--- src/rtl/pll_phase_ctrl.sv ---
// PLL reset/lock sequencer with a handshaked dynamic phase-shift pulse generator.
// Optional macro PLL_PHASE_CTRL_RELOCK_EN: a lock drop aborts any command and restarts the reset sequence.
module pll_phase_ctrl #(
    parameter int unsigned RST_CYCLES   = 16,
    parameter int unsigned LOCK_TIMEOUT = 65535,
    parameter int unsigned PULSE_W      = 4,
    parameter int unsigned GAP_W        = 4
) (
    input  logic       clk,
    input  logic       rst_n,
    input  logic       pll_lock,
    output logic       pll_reset,
    output logic [2:0] ps_sel,
    output logic       ps_dir,
    output logic       ps_pulse,
    input  logic       cmd_valid,
    output logic       cmd_ready,
    input  logic [2:0] cmd_sel,
    input  logic       cmd_dir,
    input  logic [7:0] cmd_steps,
    output logic       cmd_done,
    output logic       cmd_err,
    output logic       locked,
    output logic       err_timeout,
    output logic       lock_lost
);

    localparam int unsigned CNT_W  = 16;
    localparam int unsigned STEP_W = 8;
    localparam int unsigned SEL_W  = 3;

    typedef enum logic [2:0] {
        ST_RST, ST_WLOCK, ST_IDLE, ST_SETUP, ST_PHI, ST_PLO
    } state_t;

    state_t             state, state_nxt;
    logic [CNT_W-1:0]   cnt, cnt_nxt;
    logic [STEP_W-1:0]  steps, steps_nxt;
    logic               lock_meta, lock_sync;
    logic               hs, operational, lock_drop;
    logic               done_nxt, err_nxt, tmo_set, load_ps;

    assign hs          = cmd_valid & cmd_ready;
    assign operational = (state == ST_IDLE) || (state == ST_SETUP) ||
                         (state == ST_PHI)  || (state == ST_PLO);
    assign lock_drop   = operational & ~lock_sync;

    // Two-flop synchronizer for the asynchronous PLL lock
    always_ff @(posedge clk or negedge rst_n) begin
        if (!rst_n) begin
            lock_meta <= 1'b0;
            lock_sync <= 1'b0;
        end else begin
            lock_meta <= pll_lock;
            lock_sync <= lock_meta;
        end
    end

    always_ff @(posedge clk or negedge rst_n) begin
        if (!rst_n) begin
            state <= ST_RST;
            cnt   <= '0;
            steps <= '0;
        end else begin
            state <= state_nxt;
            cnt   <= cnt_nxt;
            steps <= steps_nxt;
        end
    end

    always_comb begin
        state_nxt = state;
        cnt_nxt   = cnt + 1'b1;
        steps_nxt = steps;
        done_nxt  = 1'b0;
        err_nxt   = 1'b0;
        tmo_set   = 1'b0;
        load_ps   = 1'b0;
        case (state)
            ST_RST: begin
                if (cnt == CNT_W'(RST_CYCLES - 1)) begin
                    state_nxt = ST_WLOCK;
                    cnt_nxt   = '0;
                end
            end
            ST_WLOCK: begin
                if (lock_sync) begin
                    state_nxt = ST_IDLE;
                    cnt_nxt   = '0;
                end else if (cnt == CNT_W'(LOCK_TIMEOUT - 1)) begin
                    tmo_set   = 1'b1;
                    state_nxt = ST_RST;
                    cnt_nxt   = '0;
                end
            end
            ST_IDLE: begin
                cnt_nxt = '0;
                if (hs) begin
                    steps_nxt = cmd_steps;
                    if (cmd_sel == SEL_W'(7)) begin
                        done_nxt = 1'b1;
                        err_nxt  = 1'b1;
                    end else begin
                        load_ps = 1'b1;
                        if (cmd_steps == '0) begin
                            done_nxt = 1'b1;
                        end else begin
                            state_nxt = ST_SETUP;
                        end
                    end
                end
            end
            ST_SETUP: begin
                state_nxt = ST_PHI;
                cnt_nxt   = '0;
            end
            ST_PHI: begin
                if (cnt == CNT_W'(PULSE_W - 1)) begin
                    state_nxt = ST_PLO;
                    cnt_nxt   = '0;
                end
            end
            ST_PLO: begin
                // Step count is at least 1 here, so the decrement never wraps
                if (cnt == CNT_W'(GAP_W - 1)) begin
                    cnt_nxt   = '0;
                    steps_nxt = steps - 1'b1;
                    if (steps == STEP_W'(1)) begin
                        state_nxt = ST_IDLE;
                        done_nxt  = 1'b1;
                    end else begin
                        state_nxt = ST_PHI;
                    end
                end
            end
            default: begin
                state_nxt = ST_RST;
                cnt_nxt   = '0;
            end
        endcase
`ifdef PLL_PHASE_CTRL_RELOCK_EN
        if (lock_drop) begin
            state_nxt = ST_RST;
            cnt_nxt   = '0;
            load_ps   = 1'b0;
            done_nxt  = (state != ST_IDLE);
            err_nxt   = (state != ST_IDLE);
        end
`endif
    end

    // Outputs decoded from the next state so they line up with the state register
    always_ff @(posedge clk or negedge rst_n) begin
        if (!rst_n) begin
            pll_reset   <= 1'b1;
            ps_sel      <= '0;
            ps_dir      <= 1'b0;
            ps_pulse    <= 1'b0;
            cmd_ready   <= 1'b0;
            cmd_done    <= 1'b0;
            cmd_err     <= 1'b0;
            locked      <= 1'b0;
            err_timeout <= 1'b0;
            lock_lost   <= 1'b0;
        end else begin
            pll_reset <= (state_nxt == ST_RST);
            ps_pulse  <= (state_nxt == ST_PHI);
            locked    <= (state_nxt == ST_IDLE) || (state_nxt == ST_SETUP) ||
                         (state_nxt == ST_PHI)  || (state_nxt == ST_PLO);
            // lock_meta is what lock_sync becomes at this edge, keeping ready aligned with lock
            cmd_ready <= (state_nxt == ST_IDLE) && lock_meta && !hs;
            cmd_done  <= done_nxt;
            cmd_err   <= err_nxt;
            if (load_ps) begin
                ps_sel <= cmd_sel;
                ps_dir <= cmd_dir;
            end
            if (tmo_set) err_timeout <= 1'b1;
            if (lock_drop) lock_lost <= 1'b1;
        end
    end

endmodule

--- config.mk ---
export PLATFORM = sky130hd
export DESIGN_NAME = pll_phase_ctrl
export DESIGN_NICKNAME = d
export VERILOG_FILES = /design/src/rtl/pll_phase_ctrl.sv
export SDC_FILE = /design/constraint.sdc
export NUM_CORES = 1
export LEC_CHECK = 0
export CAP_MARGIN = 40
export CORE_UTILIZATION = 47
export DETAILED_ROUTE_END_ITERATION = 16
export PLACE_DENSITY = 0.7
export SLEW_MARGIN = 20
export SYNTH_ARGS = -nofsm -noshare
export SYNTH_HDL_FRONTEND = slang
export SYNTH_SLANG_ARGS = --single-unit
--- constraint.sdc ---
create_clock -name clk -period 2.7 [get_ports clk]
set_input_delay 0.54 -clock clk [delete_from_list [all_inputs] [get_ports clk]]
set_output_delay 0.54 -clock clk [all_outputs]
set_load 0.01 [all_outputs]
After elaboration in Yosys (flattened, before gate mapping) --
Index checks and enable logic that the tools add are counted. Widths: inputs -> output; s select.
Word-level totals: flip-flop bits (word level) 41, input bits 16, output and inout bits 12
Cells by class: $add $sub $neg 2, equality and inequality tests 16, mux-type cells 33, bitwise logic cells 3, reductions and logical operators 15
Operators by type and width (number):
- $mux 16 | 4
- $pmux 16 s3 | 1
- $mux 3 | 9
- $pmux 3 s6 | 1
- $add 16x1->16 const B | 1
- $eq 16x16->1 const B | 1
- $eq 16x2->1 const B | 1
- $eq 16x4->1 const B | 1
- $mux 8 | 2
- $pmux 8 s2 | 1
- $eq 3x3->1 const B | 5
- $mux 1 | 14
- $eq 3x2->1 const B | 4
- $eq 8x1->1 const B | 1
- $logic_not 8->1 | 1
- $sub 8x1->8 const B | 1
- $logic_not 3->1 | 2
- $logic_or 1x1->1 | 6
- $eq 3x1->1 const B | 1
- $reduce_and 3->1 | 1
- $and 1x1->1 | 2
- $logic_and 1x1->1 | 2
- $ne 2x1->1 const B | 1
- $ne 2x2->1 const B | 1
- other kinds (5) | 5

Depth between registers and ports, before layout --
Gate-level depths: netlist of the first run.
word-level depth 9, mapped depth 8, gate-level depth less buffers 7

Worst setup path after synthesis of the first run --
Ideal clock, no wire load.
kind register to register, from register cnt[0], to register cnt[2], arrival time 1.706 ns, data required time 2.581 ns, setup slack 0.875 ns, cell stages (with the launch flop) 9, path buffers 2, period minus slack after synthesis 1.825 ns, path through dfrtp_1 ha_1 nor4b_1 and4_1 buf_4 o21ai_1 a21oi_4 buf_6 nor2_1
On the way: word-level cells in the longest chain between the ends 4
Ends and longest elaborated chain:
- start: declaration | RTL line 37 | logic [CNT_W-1:0] cnt, cnt_nxt;
- start signal: assignment | RTL line 66 | cnt <= cnt_nxt;
- $add 16x1->16 or $eq 16x16->1 (tied branches) | RTL line 73, 90
- $mux 16 | RTL line 90 | end else if (cnt == CNT_W'(LOCK_TIMEOUT - 1)) begin
- $mux 16 | RTL line 87 | if (lock_sync) begin
- $pmux 16 s3 (*) | RTL line 79 | case (state)
- named net cnt_nxt[2] | RTL line 37
The timed path passes the listed nets; every way through them passes the cells marked *. A chain may end at the register's enable or synchronous reset.

Worst setup path after layout of the first run --
from register cnt[0], to register cnt[5]
The elaborated chain is that of the path after synthesis.

==> results.ini, run 1 <==
[cells_and_area]
regArea_sq_mm=0.00103
multi_input_area_sq_um=988
fin_nets=260
final_common_cell=dfrtp_1
drive_gt1_share_pct=7.05
area_delta_synth_final_pct=17.8
final_area_sq_mm=0.00249
layout_common_cells=dfrtp_1, nor2_1, clkdlybuf4s50_1, nand2_1, nand3_1
fill_cells=396
insertedDiodeCount=0
post-route-util_pct=57.5

[power_and_ir_drop]
worst_ir_drop_vdd_v=0.000365
powerDensity_mw_per_mm2=755
comb_power_share_pct=32.3
clkPwrFrac_pct=20.1
power_uw=1880
p_sw_uw=644
swShare_pct=34.3
power.leakage_uw=0.00109
power.share.sequential_pct=47.6
intPower_uw=1230

[clocking]
clock_sinks=41
htree_levels=2
cts_tree=done
clockRootBuffer=clkbuf_8
cts_setup_buffers=0
cts_hold_buf=0
insertion_delay_ns=0.29
post_cts_resized=0
numCtsBuffers=5
cts.clk_slew.worst_paths_ns=0.07
clockBufferDepth=2

[sta]
relSlewSlack_pct=49.5
fin_skew_ns=0.00733
rsz0062_at_grt=false
setup_viol=0
worst_slew_pin_slew_ns=0.757
clock.fmax_mhz=449
finalSetupTns_ns=0
drv_slew=0
period_share_pct=82.4
period_needed_ns=2.23
hold_viol_final=0
timing.hold.ws_ns=0.205

[setup_path]
worst-path-buf-inv=0
startpoint=cnt[0]
arrival_ns=2.38
crit_family=simple AND/OR/NAND/NOR gates
cpPeakStageDelay_ns=0.43
r2r_setup_slack_ns=0.47
regToRegStartpoint=cnt[0]
critical_path_class=reg2reg
cp_cell_sequence=ha_1, nor4b_1, and4_1, o21ai_1, a21oi_4, nor2_1
required_ns=2.85
cpMaxStageDelayCell=a21oi_4
crit_fanout=16
end_kind=register
start_kind=register

[yosys]
avgSynthCellArea_sq_um=9.82
synth_seq_cells=41
synth-edff-count=0
synthDistinctLibCells=53
ys_warn_count=0
synthCells=215
synth-async-reset-ratio_pct=100
seq_area_frac_synth_pct=48.6
synth_flop_cell=dfrtp_1
synth.net_count=235
synth_area_sq_mm=0.00211

[placed_design]
place_hpwl_um=2980
place.gp.congestion=0.769
placed_area_sq_mm=0.00241
io_buffers=27

[flow_run]
drv_cap=0

[global_route]
grt_util_met2_pct=30.3
grtUsageMet1_pct=23.1
grt.busiest_layer=met2
grt-ovfl-total=0
antenna_found_initial=0
first_global_vias=1552
grt_use_total_pct=18.2
grt_pass1_wl_um=7050
grt_max_degree=23
met3_usage_pct=4.97

[run_status]
status=complete, no violations

[detailed_routing]
drt.antenna.violating_nets=0
viasPerCell=5.60
drc=0
wl_per_cell_um=13.9
dr.pass1.iters=4
drt_iter0_drc=98
via_count=1641
routed_wl_um=4060

[floorplan]
core_area_sq_mm=0.00432
die_area_sq_mm=0.00477
die_x_um=69.0
num_rows=24
die-height_um=69.0
pin_count=28
initial_core_util_pct=48.8

[worst_hold_path]
hold_path.class=in2async

power by group through the flow:
| stage | sequential [uW] | clock [uW] | combinational, uW |
|---|---|---|---|
| floorplan | 877 | 0 | 427 |
| global placement | 902 | 0 | 591 |
| detailed placement | 903 | 0 | 613 |
| CTS | 893 | 391 | 614 |
| global route | 917 | 411 | 675 |
| finish | 893 | 378 | 606 |
layout make-up:
cell class                      count  share of cell area, %
Sequential cell                    41                   41.3
Multi-Input combinational cell    155                   39.7
Timing Repair Buffer               28                   11.8
Clock buffer                        8                   3.22
Tap cell                           52                   2.62
Inverter                            9                   1.36
metal layers:
metal  wire (um)  vias up  part of all wire, %
li1            -      812                    -
met1        1870      795                   46
met2        1990       25                   49
met3         140        9                  3.4
met4          61        0                  1.5
met5           0        -                    0
registers in the layout, indices dropped and copies added (netlist names), 3 cells and up:
name	count
cnt	16
ps_sel	3
steps	8
state	3
path summary, 6_finish.rpt:
check / to / cells past startpoint
worst max-delay path: cnt[5] / 6
worst min-delay path: steps[3] / 1
worst max register to register: cnt[5] / 6
worst min register to register: lock_sync / 0
max in group asynchronous: ps_sel[2] / 2
min in group clk: lock_sync / 0
cells by family (layout without fill, tap and decap cells):
kind of cell / count (synthesis) / in the layout / share of synthesized area, %
and+or+nand+nor: 96 / 96 / 24.6
DFF: 41 / 41 / 48.6
AOI/OAI and AO/OA: 39 / 39 / 13.0
buffers and inverters: 19 / 45 / 4.56
xor gates and xnor gates: 14 / 14 / 5.81
adders and majority gates: 4 / 4 / 2.37
muxes: 2 / 2 / 1.01
cell usage after synthesis (all sizes together) (2+ instances only):
library cell | n | area share (%)
dfrtp | 40 | 47
nor2 | 30 | 5.3
nand2 | 12 | 2.1
nand3 | 11 | 2.6
a21oi | 10 | 3.1
inv | 9 | 1.6
nor3 | 9 | 2.1
xor2 | 8 | 3.3
buf | 7 | 2.4
nand4 | 6 | 1.8
xnor2 | 6 | 2.5
nor4 | 5 | 1.8
o21ai | 5 | 1.2
ha | 4 | 2.4
o22a | 4 | 1.7
a21o | 3 | 1.1
a22oi | 3 | 1.1
a31oi | 3 | 0.89
and4 | 3 | 1.2
clkbuf | 3 | 0.59
nor4b | 3 | 1.5
o22ai | 3 | 0.89
or3 | 3 | 1.1
a2bb2oi | 2 | 0.83
and2b | 2 | 0.83
nand2b | 2 | 0.59
nand3b | 2 | 0.71
nor2b | 2 | 0.59
metrics by stage:
stage | instances | setup slack, ns
after floorplan | 215 | 0.875
after global placement | 284 | 0.484
after detailed placement | 285 | 0.422
after CTS | 293 | 0.464
after global routing | 293 | 0.311
final | 293 | 0.474
No activity file was read; power rests on OpenSTA's default activity.
==> inputs of run 2 (changes only) <==
==> constraint.sdc (replaced) <==
create_clock -name clk -period 2.2 [get_ports clk]
set_input_delay 0.44 -clock clk [delete_from_list [all_inputs] [get_ports clk]]
set_output_delay 0.44 -clock clk [all_outputs]
set_load 0.01 [all_outputs]
==> run 2 against run 1 <==
Setup slack got worse by 0.31 ns. Hold slack worse by 0.013 ns. First-iteration DRC count rose by 9.2%. Largest power group unchanged. Wire length is 4.2% higher. Sequential share of layout area down 1.2 points. Combinational power rose by 48%. Critical path depth is the same. Clock power is 71% higher. Cell area up 2.9%. Non-clock buffer count up 5. Fmax rose by 9.4%. Sequential cell count stayed put.
==> results.ini, run 2 (synthesis results as in run 1) <==
[run_status]
status=complete, no violations

[floorplan]
pin_count=28
die-height_um=69.0
die_x_um=69.0
core_area_sq_mm=0.00432
initial_core_util_pct=48.8
num_rows=24
die_area_sq_mm=0.00477

[cells_and_area]
area_delta_synth_final_pct=21.1
insertedDiodeCount=0
reg.largest.list=cnt x16, steps x8
final_common_cell=dfrtp_1
layout_common_cells=dfrtp_1, nor2_1, clkdlybuf4s50_1, nand2_1, nand3_1
final_area_sq_mm=0.00256
fill_cells=387
post-route-util_pct=59.2
largest_reg_flops=16
drive_gt1_share_pct=10.6
final_cell_count_no_fill=298
fin_nets=265
largest-register=cnt

[power_and_ir_drop]
power.leakage_uw=0.00113
worst_ir_drop_vdd_v=0.000559
powerDensity_mw_per_mm2=1040

[detailed_routing]
drc=0
drt_iter0_drc=107
drt.antenna.violating_nets=0
routed_wl_um=4230
viasPerCell=5.43
wl_per_cell_um=14.2
dr.pass1.iters=4
via_count=1618

[setup_path]
critical_path_class=reg2reg
start_kind=register
arrival_ns=2.22
required_ns=2.38
end_kind=register
crit_fanout=11

[sta]
fin_skew_ns=0.00797
period_needed_ns=2.03
setup_viol=0
drv_slew=0
hold_viol_final=0
period_share_pct=92.4
worst_slack_ns=0.166
rsz0062_at_grt=false
worst_slew_pin_slew_ns=0.511
finalSetupTns_ns=0
clock.fmax_mhz=492
relSlewSlack_pct=66.0

[clocking]
cts.clk_slew.worst_paths_ns=0.09
clockBufferDepth=2
numCtsBuffers=5
insertion_delay_ns=0.30
clock_sinks=41
clockRootBuffer=clkbuf_8
cts_tree=done
htree_levels=2
post_cts_resized=0
cts_hold_buf=0
cts_setup_buffers=0

[global_route]
grt_use_total_pct=19.9
grt-ovfl-total=0
grt_pass1_wl_um=7600
antenna_found_initial=0
grt_max_degree=42
first_global_vias=1645

[placed_design]
place.gp.congestion=0.786
placed_area_sq_mm=0.00244
place_hpwl_um=2990
place_inst=290
io_buffers=27
detailedPlace.worstSlack_ns=0.0908

[worst_hold_path]
hold_path.class=in2async

[flow_run]
drv_cap=0

## run 2: cell count changes in the layout (fill, tap and decap cells not counted)
cell	before	now
buf_16	1	0
clkbuf_1	3	0
and4_2	0	1
clkbuf_8	5	6
clkinvlp_4	0	1
buf_12	0	1
and4_1	3	2
bufinv_16	0	1
buf_4	0	5
## run 2: path summary, 6_finish.rpt
check | startpoint | end | slack [ns] | cells past startpoint
max in group asynchronous | rst_n | pll_reset | 1.65 | 2
setup reg to reg | cnt[1] | steps[6] | 0.17 | 6
min in group clk | lock_meta | lock_sync | 0.37 | 0
setup / recovery | cnt[1] | steps[6] | 0.17 | 6
hold reg to reg | lock_meta | lock_sync | 0.37 | 0
hold / removal | rst_n | locked | 0.19 | 2
## run 2: cell type report
cell class                 count  area, sq um  share of cell area [%]
sequential                    41         1030                    40.1
multi-input combinational    155          990                    38.7
timing repair buffer          33          323                    12.6
clock buffer                   6         82.6                    3.23
tap                           52         65.1                    2.54
clock inverter                 2         37.5                    1.47
inverter                       9         33.8                    1.32
## run 2: per-layer routing
| layer | track usage (%) | share of wire (%) | vias up |
|---|---|---|---|
| li1 | - | - | 816 |
| met1 | 26.7 | 46 | 777 |
| met2 | 32.6 | 49 | 18 |
| met3 | 3.65 | 2.5 | 7 |
| met4 | 6.80 | 1.7 | 0 |
| met5 | 0 | 0 | - |
## run 2: critical path, stage by stage, from the launching register on
cell and delay, ns:
dfrtp_1 0.43, ha_1 0.24, nor4b_1 0.16, and4_2 0.32
a21oi_2 0.42, a21oi_1 0.06, o2bb2a_1 0.30
## run 2: per-stage QoR
step                hold WS [ns]  power (uW)
floorplan                  0.144        1600
global route               0.258        2830
CTS                        0.215        2670
detailed placement         0.358        2020
finish                     0.192        2650
global placement           0.357        2000
## run 2: report_power, final
| group | leakage, uW | switching (uW) | internal (uW) |
|---|---|---|---|
| Combinational | 0.000540 | 433 | 463 |
| Clock | 0.0000574 | 276 | 369 |
| Sequential | 0.000534 | 177 | 931 |
| Total | 0.00113 | 886 | 1760 |
